===== src/rtl/vga_sync_generator.sv =====
// VGA timing: x/y raster counters with hsync/vsync/video_on decoded in the same cycle as x/y, plus line/frame pulses.
// Latency: all outputs are registered and aligned with x/y. pix_en=0 freezes every output; the pulses drop to 0.
module vga_sync_generator #(
  parameter int   H_VISIBLE = 640,
  parameter int   H_FRONT   = 16,
  parameter int   H_SYNC    = 96,
  parameter int   H_BACK    = 48,
  parameter int   V_VISIBLE = 480,
  parameter int   V_FRONT   = 10,
  parameter int   V_SYNC    = 2,
  parameter int   V_BACK    = 33,
  parameter logic SYNC_POL  = 1'b0
) (
  input  logic       clock_in,
  input  logic       reset,
  input  logic       pix_en,
  output logic       hsync,
  output logic       vsync,
  output logic       video_on,
  output logic [9:0] x,
  output logic [9:0] y,
  output logic       line_start,
  output logic       frame_start
);

  localparam int H_TOTAL = H_VISIBLE + H_FRONT + H_SYNC + H_BACK;
  localparam int V_TOTAL = V_VISIBLE + V_FRONT + V_SYNC + V_BACK;

  localparam logic [9:0] X_LAST   = 10'(H_TOTAL - 1);
  localparam logic [9:0] Y_LAST   = 10'(V_TOTAL - 1);
  localparam logic [9:0] X_VIS    = 10'(H_VISIBLE);
  localparam logic [9:0] Y_VIS    = 10'(V_VISIBLE);
  localparam logic [9:0] HS_BEGIN = 10'(H_VISIBLE + H_FRONT);
  localparam logic [9:0] HS_END   = 10'(H_VISIBLE + H_FRONT + H_SYNC);
  localparam logic [9:0] VS_BEGIN = 10'(V_VISIBLE + V_FRONT);
  localparam logic [9:0] VS_END   = 10'(V_VISIBLE + V_FRONT + V_SYNC);

  logic       x_wrap;
  logic       y_wrap;
  logic [9:0] x_nxt;
  logic [9:0] y_nxt;
  logic       hs_act_nxt;
  logic       vs_act_nxt;
  logic       video_nxt;

  // Wrap on >= so a counter can never escape its legal range.
  always_comb begin
    x_wrap = (x >= X_LAST);
    y_wrap = (y >= Y_LAST);
    x_nxt  = x_wrap ? 10'd0 : x + 10'd1;
    y_nxt  = y;
    if (x_wrap) begin
      y_nxt = y_wrap ? 10'd0 : y + 10'd1;
    end
    hs_act_nxt = (x_nxt >= HS_BEGIN) && (x_nxt < HS_END);
    vs_act_nxt = (y_nxt >= VS_BEGIN) && (y_nxt < VS_END);
    video_nxt  = (x_nxt < X_VIS) && (y_nxt < Y_VIS);
  end

  // Decoding from the next-state counters keeps sync/video aligned with x/y.
  always_ff @(posedge clock_in) begin
    if (reset) begin
      x           <= 10'd0;
      y           <= 10'd0;
      hsync       <= ~SYNC_POL;
      vsync       <= ~SYNC_POL;
      video_on    <= 1'b0;
      line_start  <= 1'b0;
      frame_start <= 1'b0;
    end else begin
      line_start  <= pix_en & x_wrap;
      frame_start <= pix_en & x_wrap & y_wrap;
      if (pix_en) begin
        x        <= x_nxt;
        y        <= y_nxt;
        hsync    <= hs_act_nxt ? SYNC_POL : ~SYNC_POL;
        vsync    <= vs_act_nxt ? SYNC_POL : ~SYNC_POL;
        video_on <= video_nxt;
      end
    end
  end

endmodule


===== config.mk =====
export PLATFORM = sky130hd
export DESIGN_NAME = vga_sync_generator
export DESIGN_NICKNAME = d
export VERILOG_FILES = /design/src/rtl/vga_sync_generator.sv
export SDC_FILE = /design/constraint.sdc
export NUM_CORES = 1
export LEC_CHECK = 0
export CORE_UTILIZATION = 47
export DETAILED_ROUTE_END_ITERATION = 12
export GPL_TIMING_DRIVEN = 0
export MAX_ROUTING_LAYER = met4
export PLACE_DENSITY_LB_ADDON = 0.3
export SYNTH_ARGS = -nofsm -noshare
export SYNTH_HDL_FRONTEND = slang
export SYNTH_SLANG_ARGS = --single-unit

===== constraint.sdc =====
create_clock -name clock_in -period 2.1 [get_ports clock_in]
set_input_delay 0.42 -clock clock_in [delete_from_list [all_inputs] [get_ports clock_in]]
set_output_delay 0.42 -clock clock_in [all_outputs]
set_load 0.02 [all_outputs]

======== Word level (Yosys, flattened, before mapping) ========
Index checks and enable logic that the tools add are counted.
cells by class
  add/subtract/negate cells ............... 2
  multipliers ............................. 0
  divide/modulo/power cells ............... 0
  magnitude comparators ................... 8
  equal/unequal tests ..................... 0
  shifts and indexed selects .............. 0
  muxes and demuxes ....................... 5
  bitwise gates (word level) .............. 2
  reduce and logical (&&, ||, !) cells .... 3
operator list
  cell                                                                count
  greater-or-equal comparator 10 bit, second input constant           3
  2-to-1 mux 10 bit                                                   3
  adder 10 x 1 -> 10 bit, second input constant                       2
  less-than comparator 10 bit, second input constant                  2
  less-than comparator 10 x 9 -> 1 bit, second input constant         2
  greater-or-equal comparator 10 x 9 -> 1 bit, second input constant  1
  logical AND 1 bit                                                   3
  AND 1 bit                                                           2
  2-to-1 mux 1 bit                                                    2
word-level totals
  register bits after elaboration ......... 25
  bits in latches ......................... 0
  RAM bits ................................ 0
  memory bits (read-only) ................. 0
  bits of input ports ..................... 3
  output and inout bits ................... 25
  logic and storage cells ................. 27
  memories ................................ 0

======== Longest topological paths before layout ========
  depth after elaboration ................. 6
  depth in mapped cells ................... 8
  gate-level depth less buffers ........... 7

======== Worst setup path before layout ========
OpenSTA, ideal clock, no wires.
  path type ............................... register to register
  from .................................... register x[0]
  to ...................................... register video_on
  library setup time ...................... 0.101 ns
  arrival ................................. 2.039 ns
  required time ........................... 1.999 ns
  path slack .............................. -0.040 ns
  stages on the path, launching flop included .. 9
  path buffers ............................ 1
  period minus slack after synthesis ...... 2.140 ns
  path through ............................ dfxtp_1 ha_1 nand4_4 a21o_1 buf_6 nor4_1 nor4_1 a2bb2oi_1 o41ai_1
between the ends
  longest elaborated chain between the ends .. 4
  elaborated cells on any way between the ends .. 7
  those cells by class .................... add/sub (1); order compare (3); mux (2); reduce/logical (1)
RTL lines
  what                                                                                 RTL line  source
  start, declared                                                                      20        output logic [9:0] x,
  start signal, assigned                                                               74        x <= x_nxt;
  adder 10 x 1 -> 10 bit or greater-or-equal comparator 10 bit (tied branches)         50, 48
  2-to-1 mux 10 bit (on tied branches)                                                 50, 52
  less-than comparator 10 bit or less-than comparator 10 x 9 -> 1 bit (tied branches)  57        video_nxt = (x_nxt < X_VIS) && (y_nxt < Y_VIS);
  logical AND 1 bit *                                                                  57
  end signal, assigned                                                                 78        video_on <= video_nxt;
  end, declared                                                                        19        output logic video_on,
Mark *: on every way between the ends. The rest lies on a longest branch, timed or not.
A chain may end at the register's enable or synchronous reset.

======== Worst setup path after layout ========
  from .................................... register y[6]
  to ...................................... register y[7]
between the ends
  longest elaborated chain between the ends .. 3
  elaborated cells on any way between the ends .. 4
  those cells by class .................... add/sub (1); order compare (1); mux (2)
RTL lines
  what                                                                          RTL line  source
  start, declared                                                               21        output logic [9:0] y,
  start signal, assigned                                                        75        y <= y_nxt;
  adder 10 x 1 -> 10 bit or greater-or-equal comparator 10 bit (tied branches)  53, 49
  2-to-1 mux 10 bit *                                                           53        y_nxt = y_wrap ? 10'd0 : y + 10'd1;
  2-to-1 mux 10 bit *                                                           52        if (x_wrap) begin
Marked as above.

==> results by group <==
CTS
  • CTS tree: done
  • Buffer count from post-CTS setup fixing: 0
  • CTS Hold Bufs: 0
  • CTS Buffer Depth: 2
  • Clock Tree Root: clkbuf_4
  • Reg clk slew, reported paths: 140 ps
  • Clk_lat worst skew: 330 ps
  • Clk sinks: 25
  • Htree depth: 1
  • Number of buffers created by CTS: 3

Synthesis
  • Avg Inst Size Synth: 7.538 sq um
  • Compound-Gate Fraction of Synth Area: 23.55%
  • Synth async-reset ratio: 0%
  • Synthesized flop and latch total: 25
  • Syn Inst Count: 203
  • Synth area leaders: dfxtp_1 (33%), nor2_1 (7.6%), a21oi_1 (6.9%), nand2_1 (4.7%), o21ai_0 (4.6%)
  • Area leader, netlist: dfxtp_1
  • Multiplexer area fraction after synthesis: 0.6541%
  • Top-area cell type share of the netlist area: 32.71%
  • Mapped cell area: 0.001530 sq mm
  • Synthesis Warnings: 0
  • Synth unique cells: 47
  • Register area share after synthesis: 32.71%
  • Synthesized Nets: 209
  • Main synth FF type: dfxtp_1
  • Largest family of logic cells by synthesized area: simple AND/OR/NAND/NOR gates
  • Area share of fa/ha/maj cells after synthesis: 2.453%
  • Most frequent cell after synthesis: nor2_1
  • XOR/XNOR Fraction of Synth Area: 3.434%
  • Simple-gate area share of the yosys netlist: 31.32%
  • Number of flops mapped to enable cells by yosys: 0
  • Synth top cells by count: nor2_1 (31), dfxtp_1 (25), a21oi_1 (21)

Place
  • Placed cell count: 273
  • GP Congestion: 0.8555
  • Placed Area: 0.001851 sq mm
  • I/O Buffers: 26
  • Post-DP HPWL: 2.600 mm

Floorplan
  • Core Area: 0.003078 sq mm
  • Site Rows: 20
  • Initial core utilization: 49.72%
  • Die Y: 59.06 um
  • Die area: 0.003488 sq mm
  • # IOs: 28
  • Chip Width: 59.06 um

Pwr
  • Clk pwr share: 29.6%
  • Power Density: 399.6 mW/mm^2
  • Switching Fraction: 25.28%
  • P_sw: 0.1963 mW
  • Sequential share of power: 63.0%
  • Lkg Pwr: 0.6200 nW
  • Cell Int Power: 0.5802 mW
  • Combinational Power Share: 7.4%
  • VDD IR max: 0.3146 mV

Worst setup path
  • Buf/Inv on CP: 2
  • CP Class: register to register
  • Crit path DAT: 2270 ps
  • Top delay family on crit path: simple AND/OR/NAND/NOR gates
  • CP endpoint kind: register
  • Slowest CP cell: or4_4
  • CP Launch Type: register
  • Worst path required time: 2370 ps
  • Critical-path maximum fanout: 10
  • Critical path cell sequence: clkbuf_2, or4_4, o31a_1, buf_6, or3_1, a21oi_1
  • Largest stage delay on the critical path: 500 ps

STA
  • Endpoints failing setup: 0
  • Clock skew: 3.194 ps
  • RSZ-0062 raised after global routing: no
  • Fin crit share: 95.30%
  • Max transition margin: 62.79%
  • Hold WS: 491.3 ps
  • Hold Fails Final Rpt: 0
  • Final Critical Period: 2001 ps
  • Max Freq: 499.7 MHz
  • Final setup TNS: 0 ps
  • Least-Margin Pin Slew: 558.1 ps
  • Fin. max-slew vios: 0

Global routing
  • Antenna violations before repair: 0
  • Global-route wire length before repair: 6.189 mm
  • Gr usage total: 23.85%
  • Pin count of the biggest net entering global routing: 14
  • Total grt overflow: 0
  • Vias in the first global route: 1347

Final layout
  • Fin area: 0.001943 sq mm
  • Antenna Diode Count: 0
  • Non-filler cells, final: 276
  • Area growth, synth to finish: 26.98%
  • Layout cells sized above 1: 12.50%
  • Final nets: 239

Route
  • Vias: 1597
  • DRT iter0 DRCs: 105
  • Drt wl/cell: 13.75 um
  • Routed vias/inst: 5.786
  • Antenna-violating nets left: 0
  • Drt pass-1 iters: 5
  • Overall routed net length: 3.794 mm
  • DRC: 0

Job
  • Max cap viols: 0

Min path
  • Worst min-delay path class: input port to register

Outcome
  • Outcome: completed
area by class of cell:
type / count / area (sq um)
Clock buffer: 4 / 26.28
Buffer: 12 / 75.07
Timing Repair Buffer: 26 / 260.3
Sequential cell: 25 / 506.7
Multi-Input combinational cell: 161 / 1005
Fill cell: 305 / 1135
Tap cell: 44 / 55.05
Inverter: 4 / 15.01
logic make-up (layout without fill, tap and decap cells):
logic type	after synthesis	count (layout)
and+or+nand+nor	93	93
AOI/OAI and AO/OA	58	58
DFF	25	25
buffers and inverters	17	46
xor gates and xnor gates	6	6
adders and majority gates	3	3
muxes	1	1
metal layers:
metal  share of wire, %  track usage, %  wire [um]
met4               0.92           8.503         35
met2                 50           41.23       1892
met1                 45           27.65       1719
met3                3.9           4.148        147
met5                  0               -          0
cell usage in the layout, fill, tap and decap left out, types with 3 or more instances in the layout:
| cell | synthesis | layout |
|---|---|---|
| o21ai_0 | 14 | 14 |
| nand3_1 | 7 | 7 |
| clkdlybuf4s50_1 | 0 | 26 |
| xor2_1 | 3 | 3 |
| a31oi_1 | 4 | 4 |
| nor4b_1 | 3 | 3 |
| a21oi_1 | 21 | 21 |
| dfxtp_1 | 25 | 22 |
| nor2_1 | 31 | 30 |
| o31ai_1 | 3 | 3 |
| inv_1 | 4 | 4 |
| nand2_1 | 19 | 19 |
| nand2b_1 | 4 | 4 |
| nor3_1 | 4 | 3 |
| xnor2_1 | 3 | 3 |
| buf_6 | 3 | 3 |
| clkbuf_1 | 6 | 5 |
| clkbuf_4 | 0 | 3 |
| nor4_1 | 5 | 3 |
| and3_1 | 8 | 5 |
registers in the layout (all words and copies together) (netlist names):
signal and count:
video_on 1, hsync 1, line_start 1, y 10, frame_start 1, x 10
vsync 1
power groups by stage:
stage / clock network, mW / registers, mW / logic [mW]
global route: 0.249 / 0.490 / 0.0620
global placement: 0 / 0.497 / 0.0538
detailed placement: 0 / 0.497 / 0.0547
finish: 0.230 / 0.489 / 0.0572
CTS: 0.233 / 0.487 / 0.0549
floorplan: 0 / 0.503 / 0.0257
per-stage QoR:
| stage | utilization (%) | total power [mW] | setup WS [ps] |
|---|---|---|---|
| after floorplan | - | 0.5290 | 4.264 |
| after global placement | 60.12 | 0.5512 | -202.9 |
| after detailed placement | 60.12 | 0.5521 | -195.5 |
| after CTS | 61.59 | 0.7747 | 18.55 |
| after global routing | 63.13 | 0.8004 | 5.727 |
| final | 63.13 | 0.7764 | 98.79 |
timing repair:
item | 4_1_cts | 5_1_grt
endpoints found under the setup margin | 3 | 10
gates resized for setup | 6 | 11
pin swaps | 1 | 0
cloned | 0 | 0
worst paths after layout:
| kind | to | slack, ps | cells past startpoint | startpoint |
|---|---|---|---|---|
| worst max register to register | y[7]$_SDFFE_PP0P_ | 100 | 6 | y[6]$_SDFFE_PP0P_ |
| worst min-delay path | y[2]$_SDFFE_PP0P_ | 490 | 2 | reset |
| worst min register to register | video_on$_SDFFE_PP0P_ | 500 | 2 | video_on$_SDFFE_PP0P_ |
| worst max-delay path | y[7]$_SDFFE_PP0P_ | 100 | 6 | y[6]$_SDFFE_PP0P_ |
Power figures use the tool's default switching activity.
